### config.mk
export PLATFORM = sky130hd
export DESIGN_NAME = symm_addsub_seq
export DESIGN_NICKNAME = d
export VERILOG_FILES = /design/src/rtl/symm_pkg.sv /design/src/rtl/addsub_lane.sv /design/src/rtl/symm_addsub_seq.sv
export SDC_FILE = /design/constraint.sdc
export NUM_CORES = 2
export LEC_CHECK = 0
export BUFFER_PORTS_ARGS = -buffer_cell sky130_fd_sc_hd__clkbuf_2
export CELL_PAD_IN_SITES_DETAIL_PLACEMENT = 0
export CELL_PAD_IN_SITES_GLOBAL_PLACEMENT = 1
export CORE_AREA = 2 2 495 497
export CTS_CLUSTER_SIZE = 40
export DETAILED_ROUTE_END_ITERATION = 10
export DIE_AREA = 0 0 497 499
export GPL_ROUTABILITY_DRIVEN = 0
export PLACE_DENSITY = 0.58
export SLEW_MARGIN = 0
export SYNTH_ARGS = -nofsm -noshare
export SYNTH_HDL_FRONTEND = slang
export SYNTH_SLANG_ARGS = --single-unit
### constraint.sdc
create_clock -name clk_addsub -period 9.7 [get_ports clk_addsub]
set_clock_uncertainty 0.1 [all_clocks]
set_input_delay 1.94 -clock clk_addsub [delete_from_list [all_inputs] [get_ports clk_addsub]]
set_output_delay 1.94 -clock clk_addsub [all_outputs]
set_load 0.01 [all_outputs]
### src/rtl/symm_pkg.sv
// Shared types, mode encodings and sizing helpers for the sequential
// symmetric matrix add/subtract block.
package symm_pkg;

   typedef enum logic {
      IDLE = 1'b0,
      RUN  = 1'b1
   } state_t;

   localparam logic MODE_SUB = 1'b0;
   localparam logic MODE_ADD = 1'b1;

   // Number of beats needed to sweep an n x n matrix with the given lane count
   function automatic int beats(input int n, input int lanes);
      return (n * n) / lanes;
   endfunction

   // Largest value representable in a w-bit two's complement element
   function automatic longint sat_max(input int w);
      return (longint'(1) <<< (w - 1)) - 1;
   endfunction

   // Smallest value representable in a w-bit two's complement element
   function automatic longint sat_min(input int w);
      return -(longint'(1) <<< (w - 1));
   endfunction

endpackage

### src/rtl/addsub_lane.sv
// One arithmetic lane: W-bit signed add or subtract with a one-bit guard,
// overflow detection and optional clamping to the W-bit range.
module addsub_lane
   import symm_pkg::*;
#(
   parameter int W   = 26,
   parameter bit SAT = 1'b1
)(
   input  logic signed [W-1:0] a,
   input  logic signed [W-1:0] b,
   input  logic                mode,
   output logic signed [W-1:0] y,
   output logic                ovf
);

   localparam logic signed [W-1:0] MAXV = W'(sat_max(W));
   localparam logic signed [W-1:0] MINV = W'(sat_min(W));

   logic signed [W:0] w_sum;

   // Reduce the guarded sum back to W bits: clamp on overflow when SAT is set,
   // otherwise drop the guard bit and let the value wrap
   function automatic logic signed [W-1:0] narrow(input logic signed [W:0] v);
      if (v[W] == v[W-1]) begin
         return v[W-1:0];
      end else if (SAT) begin
         return v[W] ? MINV : MAXV;
      end else begin
         return v[W-1:0];
      end
   endfunction

   // Guarded add/subtract; the top two bits disagree exactly when W bits overflow
   always_comb begin
      if (mode == MODE_ADD) begin
         w_sum = {a[W-1], a} + {b[W-1], b};
      end else begin
         w_sum = {a[W-1], a} - {b[W-1], b};
      end
      ovf = w_sum[W] ^ w_sum[W-1];
      y   = narrow(w_sum);
   end

endmodule

### src/rtl/symm_addsub_seq.sv
// Sequential N x N signed matrix add/subtract. Operands and mode are
// snapshotted on start, then LANES elements are computed and written into
// the registered result per beat. busy covers the run, done pulses once
// after the last beat, ovf is sticky for the current/last operation.
module symm_addsub_seq
   import symm_pkg::*;
#(
   parameter int N     = 4,
   parameter int W     = 26,
   parameter int LANES = 4,
   parameter bit SAT   = 1'b1
)(
   input  logic             clk_addsub,
   input  logic             rstn_addsub,
   input  logic             start_addsub,
   input  logic             mode_addsub,
   input  logic [N*N*W-1:0] i1,
   input  logic [N*N*W-1:0] i2,
   output logic [N*N*W-1:0] o,
   output logic             busy,
   output logic             done,
   output logic             ovf
);

   localparam int ELEMS = N * N;
   localparam int BEATS = beats(N, LANES);
   localparam int CNT_W = (BEATS > 1) ? $clog2(BEATS) : 1;
   localparam int IDX_W = (ELEMS > 1) ? $clog2(ELEMS) : 1;
   localparam logic [CNT_W-1:0] LAST_BEAT = CNT_W'(BEATS - 1);

   // The lane count must tile the matrix exactly, otherwise beats would overrun
   if ((ELEMS % LANES) != 0) begin : g_bad_lanes
      $error("symm_addsub_seq: N*N (%0d) is not divisible by LANES (%0d)", ELEMS, LANES);
   end

   state_t              r_state;
   logic [CNT_W-1:0]    r_cnt;
   logic                r_busy;
   logic                r_done;
   logic                r_ovf;
   logic                r_mode;
   logic signed [W-1:0] r_a [ELEMS];
   logic signed [W-1:0] r_b [ELEMS];
   logic signed [W-1:0] r_o [ELEMS];

   logic signed [W-1:0] w_i1 [ELEMS];
   logic signed [W-1:0] w_i2 [ELEMS];
   logic [IDX_W-1:0]    w_idx [LANES];
   logic signed [W-1:0] w_lane_a [LANES];
   logic signed [W-1:0] w_lane_b [LANES];
   logic signed [W-1:0] w_lane_y [LANES];
   logic [LANES-1:0]    w_lane_ovf;

   // Flat row-major buses to and from per-element views
   for (genvar g = 0; g < ELEMS; g++) begin : g_elem
      assign w_i1[g]       = i1[g*W +: W];
      assign w_i2[g]       = i2[g*W +: W];
      assign o[g*W +: W]   = r_o[g];
   end

   // Snapshot mux: lane k works on element cnt*LANES+k of the captured operands
   always_comb begin
      for (int k = 0; k < LANES; k++) begin
         w_idx[k]    = IDX_W'(int'(r_cnt) * LANES + k);
         w_lane_a[k] = r_a[w_idx[k]];
         w_lane_b[k] = r_b[w_idx[k]];
      end
   end

   for (genvar k = 0; k < LANES; k++) begin : g_lane
      addsub_lane #(
         .W   (W),
         .SAT (SAT)
      ) u_lane (
         .a    (w_lane_a[k]),
         .b    (w_lane_b[k]),
         .mode (r_mode),
         .y    (w_lane_y[k]),
         .ovf  (w_lane_ovf[k])
      );
   end

   // Control FSM with operand snapshot and beat-by-beat result write-back
   always_ff @(posedge clk_addsub or negedge rstn_addsub) begin
      if (!rstn_addsub) begin
         r_state <= IDLE;
         r_cnt   <= '0;
         r_busy  <= 1'b0;
         r_done  <= 1'b0;
         r_ovf   <= 1'b0;
         r_mode  <= MODE_SUB;
         r_a     <= '{default: '0};
         r_b     <= '{default: '0};
         r_o     <= '{default: '0};
      end else begin
         r_done <= 1'b0;
         case (r_state)
            IDLE: begin
               if (start_addsub) begin
                  r_a     <= w_i1;
                  r_b     <= w_i2;
                  r_mode  <= mode_addsub;
                  r_ovf   <= 1'b0;
                  r_cnt   <= '0;
                  r_busy  <= 1'b1;
                  r_state <= RUN;
               end
            end
            RUN: begin
               for (int k = 0; k < LANES; k++) begin
                  r_o[w_idx[k]] <= w_lane_y[k];
               end
               if (|w_lane_ovf) begin
                  r_ovf <= 1'b1;
               end
               if (r_cnt == LAST_BEAT) begin
                  r_state <= IDLE;
                  r_busy  <= 1'b0;
                  r_done  <= 1'b1;
                  r_cnt   <= '0;
               end else begin
                  r_cnt <= r_cnt + 1'b1;
               end
            end
            default: begin
               r_state <= IDLE;
            end
         endcase
      end
   end

   assign busy = r_busy;
   assign done = r_done;
   assign ovf  = r_ovf;

endmodule

Word-level counts from Yosys, hierarchy flattened --
Index checks and enable logic that the tools add are counted.
Storage, ports and cells: output and inout bits 419, logic and storage cells 161, register bits 1255, bits of input ports 836
Operators by class: reductions and logical operators 8, $add $sub $neg 12, bitwise gates (word level) 9, $lt $le $gt $ge 8, equality and inequality tests 8, multiplexer cells 62
Operators with widths (number):
- bitwise mux 416 bit | 4
- binary-select mux 26 bit (select 4 bit) | 8
- two-way mux 26 bit | 28
- demux 26 bit (select 4 bit) | 4
- adder 26 x 26 -> 27 bit | 4
- two-way mux 27 bit | 4
- subtractor 26 x 26 -> 27 bit | 4
- >= comparator 5 bit (second input constant) | 4
- less-than comparator 5 x 1 -> 1 bit (second input constant) | 4
- NOT 4 -> 5 bit | 4
- adder 4 x 2 -> 4 bit (second input constant) | 2
- two-way mux 1 bit | 8
- case mux 1 bit (2 select lines) | 3
- AND reduction 2 bit | 3
- adder 4 x 1 -> 4 bit (second input constant) | 1
- equality test 1 bit | 4
- logical AND 1 bit | 4
- two-way mux 2 bit | 2
- inequality test 2 x 1 -> 1 bit (second input constant) | 2
- case mux 2 bit (2 select lines) | 1
- OR reduction 4 bit | 1
- XOR 1 bit | 4
- adder 2 x 1 -> 2 bit (second input constant) | 1
- equality test 2 bit (second input constant) | 1
- 2 further kinds | 2

Longest topological paths before layout --
word-level depth 12, mapped depth 34, depth with buffers taken out 23

Hierarchy --
A second synthesis with hierarchy kept.
Unflattened totals: cells, all modules 4202, area total of the unflattened synthesis 61052.3 um^2
By module, submodules not included:
- symm_addsub_seq | seq. area each 31405.1 um^2, instances 1, area an instance 52032.4 um^2, cells each 2922
- addsub_lane at g_lane[0].u_lane ... | seq. area each 0.0 um^2, instances 3, area an instance 2253.4 um^2, cells each 327
- addsub_lane at g_lane[3].u_lane | seq. area each 0.0 um^2, instances 1, area an instance 2259.7 um^2, cells each 299

Least setup slack after synthesis --
Ideal clock, no wire load.
kind reg-to-reg, start point reg r_cnt[0], end point reg r_o (netlist bit o[184]), stages on the path, launching flop included 34, period minus slack after synthesis 6761 ps, data required time 9517 ps, slack 2939 ps, library setup time 83 ps, path buffers 11, data arrival time 6579 ps, cells stage by stage dfrtp_1 buf_6 buf_6 buf_8 buf_8 buf_8 buf_6 buf_4 buf_4 mux4_2 inv_1 ha_1 nor3b_1 and4_1 clkbuf_1 nor2_1 xnor2_1 ha_1 clkbuf_1 a21o_1 a21o_1 a21oi_1 and2_1 nand4b_1 nand3_1 nand4b_1 a21o_1 a21oi_1 xnor2_1 ha_1 inv_1 buf_1 a21oi_2 o21ai_0
Between the ends: cells in the longest elaborated chain, start to end 12, elaborated cells between the ends (all ways) 79, classes of those cells add/sub (11); order compare (8); eq/ne (4); mux (48); bitwise (4); reduce/logical (4)
Ends and longest elaborated chain:
- start, declared | line symm_addsub_seq.sv:37 | logic [CNT_W-1:0] r_cnt;
- start signal, assigned | line symm_addsub_seq.sv:122 | r_cnt <= r_cnt + 1'b1;
- adder 4 x 1 -> 4 bit / NOT 4 -> 5 bit (equally long branches)
- NOT 4 -> 5 bit (implied by the code) (tied with other cells) | line symm_addsub_seq.sv:65, symm_addsub_seq.sv:66, symm_addsub_seq.sv:111
- binary-select mux 26 bit (select 4 bit) (tied with other cells) | line symm_addsub_seq.sv:65 | w_lane_a[k] = r_a[w_idx[k]];
- two-way mux 26 bit (on tied branches) | line symm_addsub_seq.sv:65, symm_addsub_seq.sv:66
- two-way mux 26 bit (implied by the code) (tied with other cells) | line symm_addsub_seq.sv:65
- subtractor 26 x 26 -> 27 bit (tied with other cells) | line addsub_lane.sv:38 | w_sum = {a[W-1], a} - {b[W-1], b};
- two-way mux 27 bit (tied with other cells) | line addsub_lane.sv:35 | if (mode == MODE_ADD) begin
- two-way mux 26 bit (tied with other cells) | line addsub_lane.sv:27 | return v[W] ? MINV : MAXV;
- two-way mux 26 bit / bitwise mux 416 bit (equally long branches) | line addsub_lane.sv:24, symm_addsub_seq.sv:111
- bitwise mux 416 bit (2 in series) | line symm_addsub_seq.sv:111 | r_o[w_idx[k]] <= w_lane_y[k];
- bitwise mux 416 bit (*) | line symm_addsub_seq.sv:111
- end signal, assigned by index | line symm_addsub_seq.sv:111
- end, declared | line symm_addsub_seq.sv:44 | logic signed [W-1:0] r_o [ELEMS];
Every way passes the cells marked *; elsewhere a longest branch is shown, timed or not. The select of a mux whose other input is x is not followed. A chain may end at the register's enable or synchronous reset.

Worst setup path in the final report --
start point reg r_cnt[1], end point reg r_o (netlist bit o[280])
The elaborated chain is that of the path after synthesis.

==> reports/summary.md <==
The launch instance of the worst register-to-register path was r_cnt[1]. Global routing finished with a remaining overflow of 0. Across the run, the number of max-cap violations was 0.

In this run the standard cell core region covers 243000 µm². For hold timing, the worst endpoint is o[149]. Setup total negative slack on the finished layout was measured at 0 ps. Along the worst path, the maximum fanout reaches 55. The highest-delay cell along the critical path is sky130_fd_sc_hd__dfrtp_4.

Entering global routing, the biggest net connects 181 pins. Setup repair after global routing left no endpoint under its margin. The number of antenna violations at the first check in global routing came out at 109. For the number of antenna-violating nets in the routed design, the log shows 0. The post-route fraction of the period consumed by the critical path works out to 0.813. The tools report the startpoint class of the critical path as a flop. The tools report the via count of the first global-routing pass as 42500. The HPWL reported at the end of detailed placement came out at 194000 µm. The tools report the worst slack at placement as 1820 ps.

For the final critical-path setup slack, the log shows 1820 ps. The tightest min-delay check is of the flop to flop type. Buffers added to address setup during post-CTS repair amount to 0. The tools report the signal arrival time at the worst endpoint as 8420 ps. For the pin with the worst max-slew slack, the measured transition is 1220 ps.

The endpoint of the most critical register-to-register path was o[280]. The global-route total usage across every layer was 0.193; the post-synthesis instance area was 58900 µm². For the finished layout, the period the worst path requires is 7880 ps. The share of the core filled with cells in the final layout was 0.304.

Walking the worst path, the cells encountered are buf_4, mux4_2, or3_1, or3_1, nor2_1, a21oi_1, xor2_1, ha_1, nand3_1, nor2_1, a211oi_1, o41ai_1, a311oi_1, o21a_1, xor2_1, nand2_4, a31oi_1, o21ai_0. Along the worst hold path, the cell count comes to 2. The final max-slew violation count was 0.

For this run, the leading register cell type out of synthesis is sky130_fd_sc_hd__dfrtp_1. Category of the worst setup path capture point: a flop. Critical hold path startpoint: o[149]. For this run, the post-layout net count is 6646.

Clock-pin slew was measured on the worst setup and hold paths at 60 ps. In the synthesized netlist, the cells that appear most often are sky130_fd_sc_hd__dfrtp_1 (1255), sky130_fd_sc_hd__mux2_2 (931), sky130_fd_sc_hd__nand2_1 (376). The ratio of cells with drive above 1 in the final layout came out at 0.475. Counting every sink on the clock net gives 1255. Area of the die: 248000 µm². TritonCTS built the clock tree. Setup slack on the worst reg-to-reg path comes out at 1820 ps.

Based on the critical path, the design can be clocked at up to 0.127 GHz. The die is 499 µm tall. A synthesized cell averages 13.1 µm².

The flow ran to the end, and the final reports show no timing, DRC or antenna violations. The path depth of the worst reg2reg path was 18. In the post-synthesis netlist, the biggest area contributors are sky130_fd_sc_hd__dfrtp_1 (53%), sky130_fd_sc_hd__mux2_2 (18%), sky130_fd_sc_hd__mux4_2 (8.0%). The post-detailed-route DRC marker count is 0. Synthesis instantiated 83 different standard cells from the library. The run gives 2891 as the number of DRC violations after detailed-routing iteration 0. In this design, the stage delay of the slowest critical-path cell is 980 ps. The total number of H-tree levels is 4. The logs give 1255 for the number of ports placed on the die boundary and 5 for the number of search-and-repair iterations in the first detailed-routing pass.

Clock tree synthesis selected as its root buffer the cell sky130_fd_sc_hd__clkbuf_16. The worst setup path is of the flop to flop kind. Final hold analysis gives a worst-case slack of 376 ps. Synthesis produced a netlist with a net count of 5441.

The logs give 0.243 for the starting utilization of the core area and 0.534 for the proportion of synthesized chip area in sequential cells. The later pin in the worst-skew pair is clocked with a latency of 810 ps. The top cell type by total area after synthesis is sky130_fd_sc_hd__dfrtp_1.

In this run the horizontal extent of the chip is 497 µm. The number of synthesized flops with an enable pin came out at 0. By instance count, the leading cell after synthesis is sky130_fd_sc_hd__dfrtp_1. The portion of synthesized cell area occupied by the leading cell type was 0.534. The tools report the number of warnings reported in the yosys synthesis log as 0.

Compared with the post-synthesis result, the final layout area differs by 25.4%. The first global-routing pass estimated 339000 µm of wire. Count of standard-cell rows: 181. Count of cells resized by post-cts repair: 0. Setup violations remaining at the end of the flow were counted as 0. Summed over all layers, the routed wires come to 244000 µm.

The final hold violation count is 0. The synthesized instance count came out at 4487. Data on the critical path is required at its endpoint by 10240 ps. The port buffer count was 1254. The clock tree buffer depth was 3; the worst slew slack as a fraction of its limit was 0.183. Dividing the detail-routed wire length by the instance count gives 27.0 µm.

After clock tree synthesis, the flow added hold-fix buffers numbering 0. After detailed routing, the number of vias per cell comes to 4.64. The count of vias placed by the detailed router was 42000. In this run, synthesis produced a sequential element count of 1255. The clock buffer count from CTS came out at 149. The fraction of registers with async set or reset after synthesis came out at 1.00.
==> state kept, by name (all words and copies together), names as in the netlist <==
name / count
busy: 1
r_mode: 1
o: 416
done: 1
r_b: 416
r_state: 1
r_cnt: 2
r_a: 416
ovf: 1
==> worst max-delay path by stage <==
stage              from      to
6_report       r_cnt[1]  o[280]
5_1_grt        r_cnt[0]  o[396]
4_1_cts        r_cnt[1]  o[280]
3_5_place_dp   r_cnt[1]  o[280]
3_3_place_gp   r_cnt[0]  o[292]
2_1_floorplan  r_cnt[0]  o[184]
==> layer usage <==
metal  up-vias  global-route usage  routed length (µm)
met3       317              0.0639               19900
met4        92              0.0447                4650
met5         -                   0                 568
met2      1354               0.287              106000
li1      18700                   -                   -
met1     21500               0.269              113000
==> worst max-delay path, delay by kind of cell (launching register included) <==
| kind | cells | cell delay, ps |
|---|---|---|
| xor+xnor | 2 | 920 |
| compound gates | 7 | 2860 |
| buf+inv | 1 | 460 |
| mux | 1 | 400 |
| flops | 1 | 980 |
| simple gates | 6 | 1520 |
| fa+ha+maj | 1 | 390 |
==> final cells by class <==
| cell class | instances | area, µm² |
|---|---|---|
| fill | 24900 | 169000 |
| multi-input combinational | 2903 | 26100 |
| timing repair buffer | 1308 | 6850 |
| clock inverter | 49 | 696 |
| inverter | 75 | 282 |
| antenna | 38 | 95.1 |
| clock buffer | 219 | 4310 |
| sequential | 1255 | 31400 |
| tap | 3202 | 4010 |
==> kinds of logic (layout without fill, tap and decap cells) <==
group	Yosys count	count (layout)	synth area share
buf+inv	329	1651	0.0235
other cells	0	38	0
xor+xnor	196	196	0.0295
flops	1255	1255	0.534
simple gates	677	677	0.0507
compound gates	766	766	0.0781
mux	1142	1142	0.258
fa+ha+maj	122	122	0.0263
==> through the flow <==
stage,cells,instance area (µm²)
floorplan,4487,58900
global placement,8743,68700
detailed placement,8743,68700
CTS,9011,73700
global route,9031,73800
finish,9049,73800
==> placed cells by master (no fill, tap or decap), types with 25 or more instances in the layout <==
cell and n:
sky130_fd_sc_hd__nand2_1 372, sky130_fd_sc_hd__ha_1 114, sky130_fd_sc_hd__buf_4 42, sky130_fd_sc_hd__nand3_1 25
sky130_fd_sc_hd__a31oi_1 27, sky130_fd_sc_hd__xnor2_1 84, sky130_fd_sc_hd__clkbuf_8 30, sky130_fd_sc_hd__mux4_2 209
sky130_fd_sc_hd__diode_2 38, sky130_fd_sc_hd__dfrtp_1 1252, sky130_fd_sc_hd__inv_1 73, sky130_fd_sc_hd__a21oi_1 169
sky130_fd_sc_hd__nor3_1 26, sky130_fd_sc_hd__a21oi_2 32, sky130_fd_sc_hd__mux2_2 931, sky130_fd_sc_hd__a21o_1 52
sky130_fd_sc_hd__clkbuf_1 39, sky130_fd_sc_hd__clkbuf_2 1253, sky130_fd_sc_hd__o21ai_1 64, sky130_fd_sc_hd__xor2_1 108
sky130_fd_sc_hd__clkbuf_16 150, sky130_fd_sc_hd__o21ai_0 295, sky130_fd_sc_hd__nor2_1 121
Power is not shown: default switching activity piles up to over one toggle a cycle in this logic, so the estimate is an artifact.
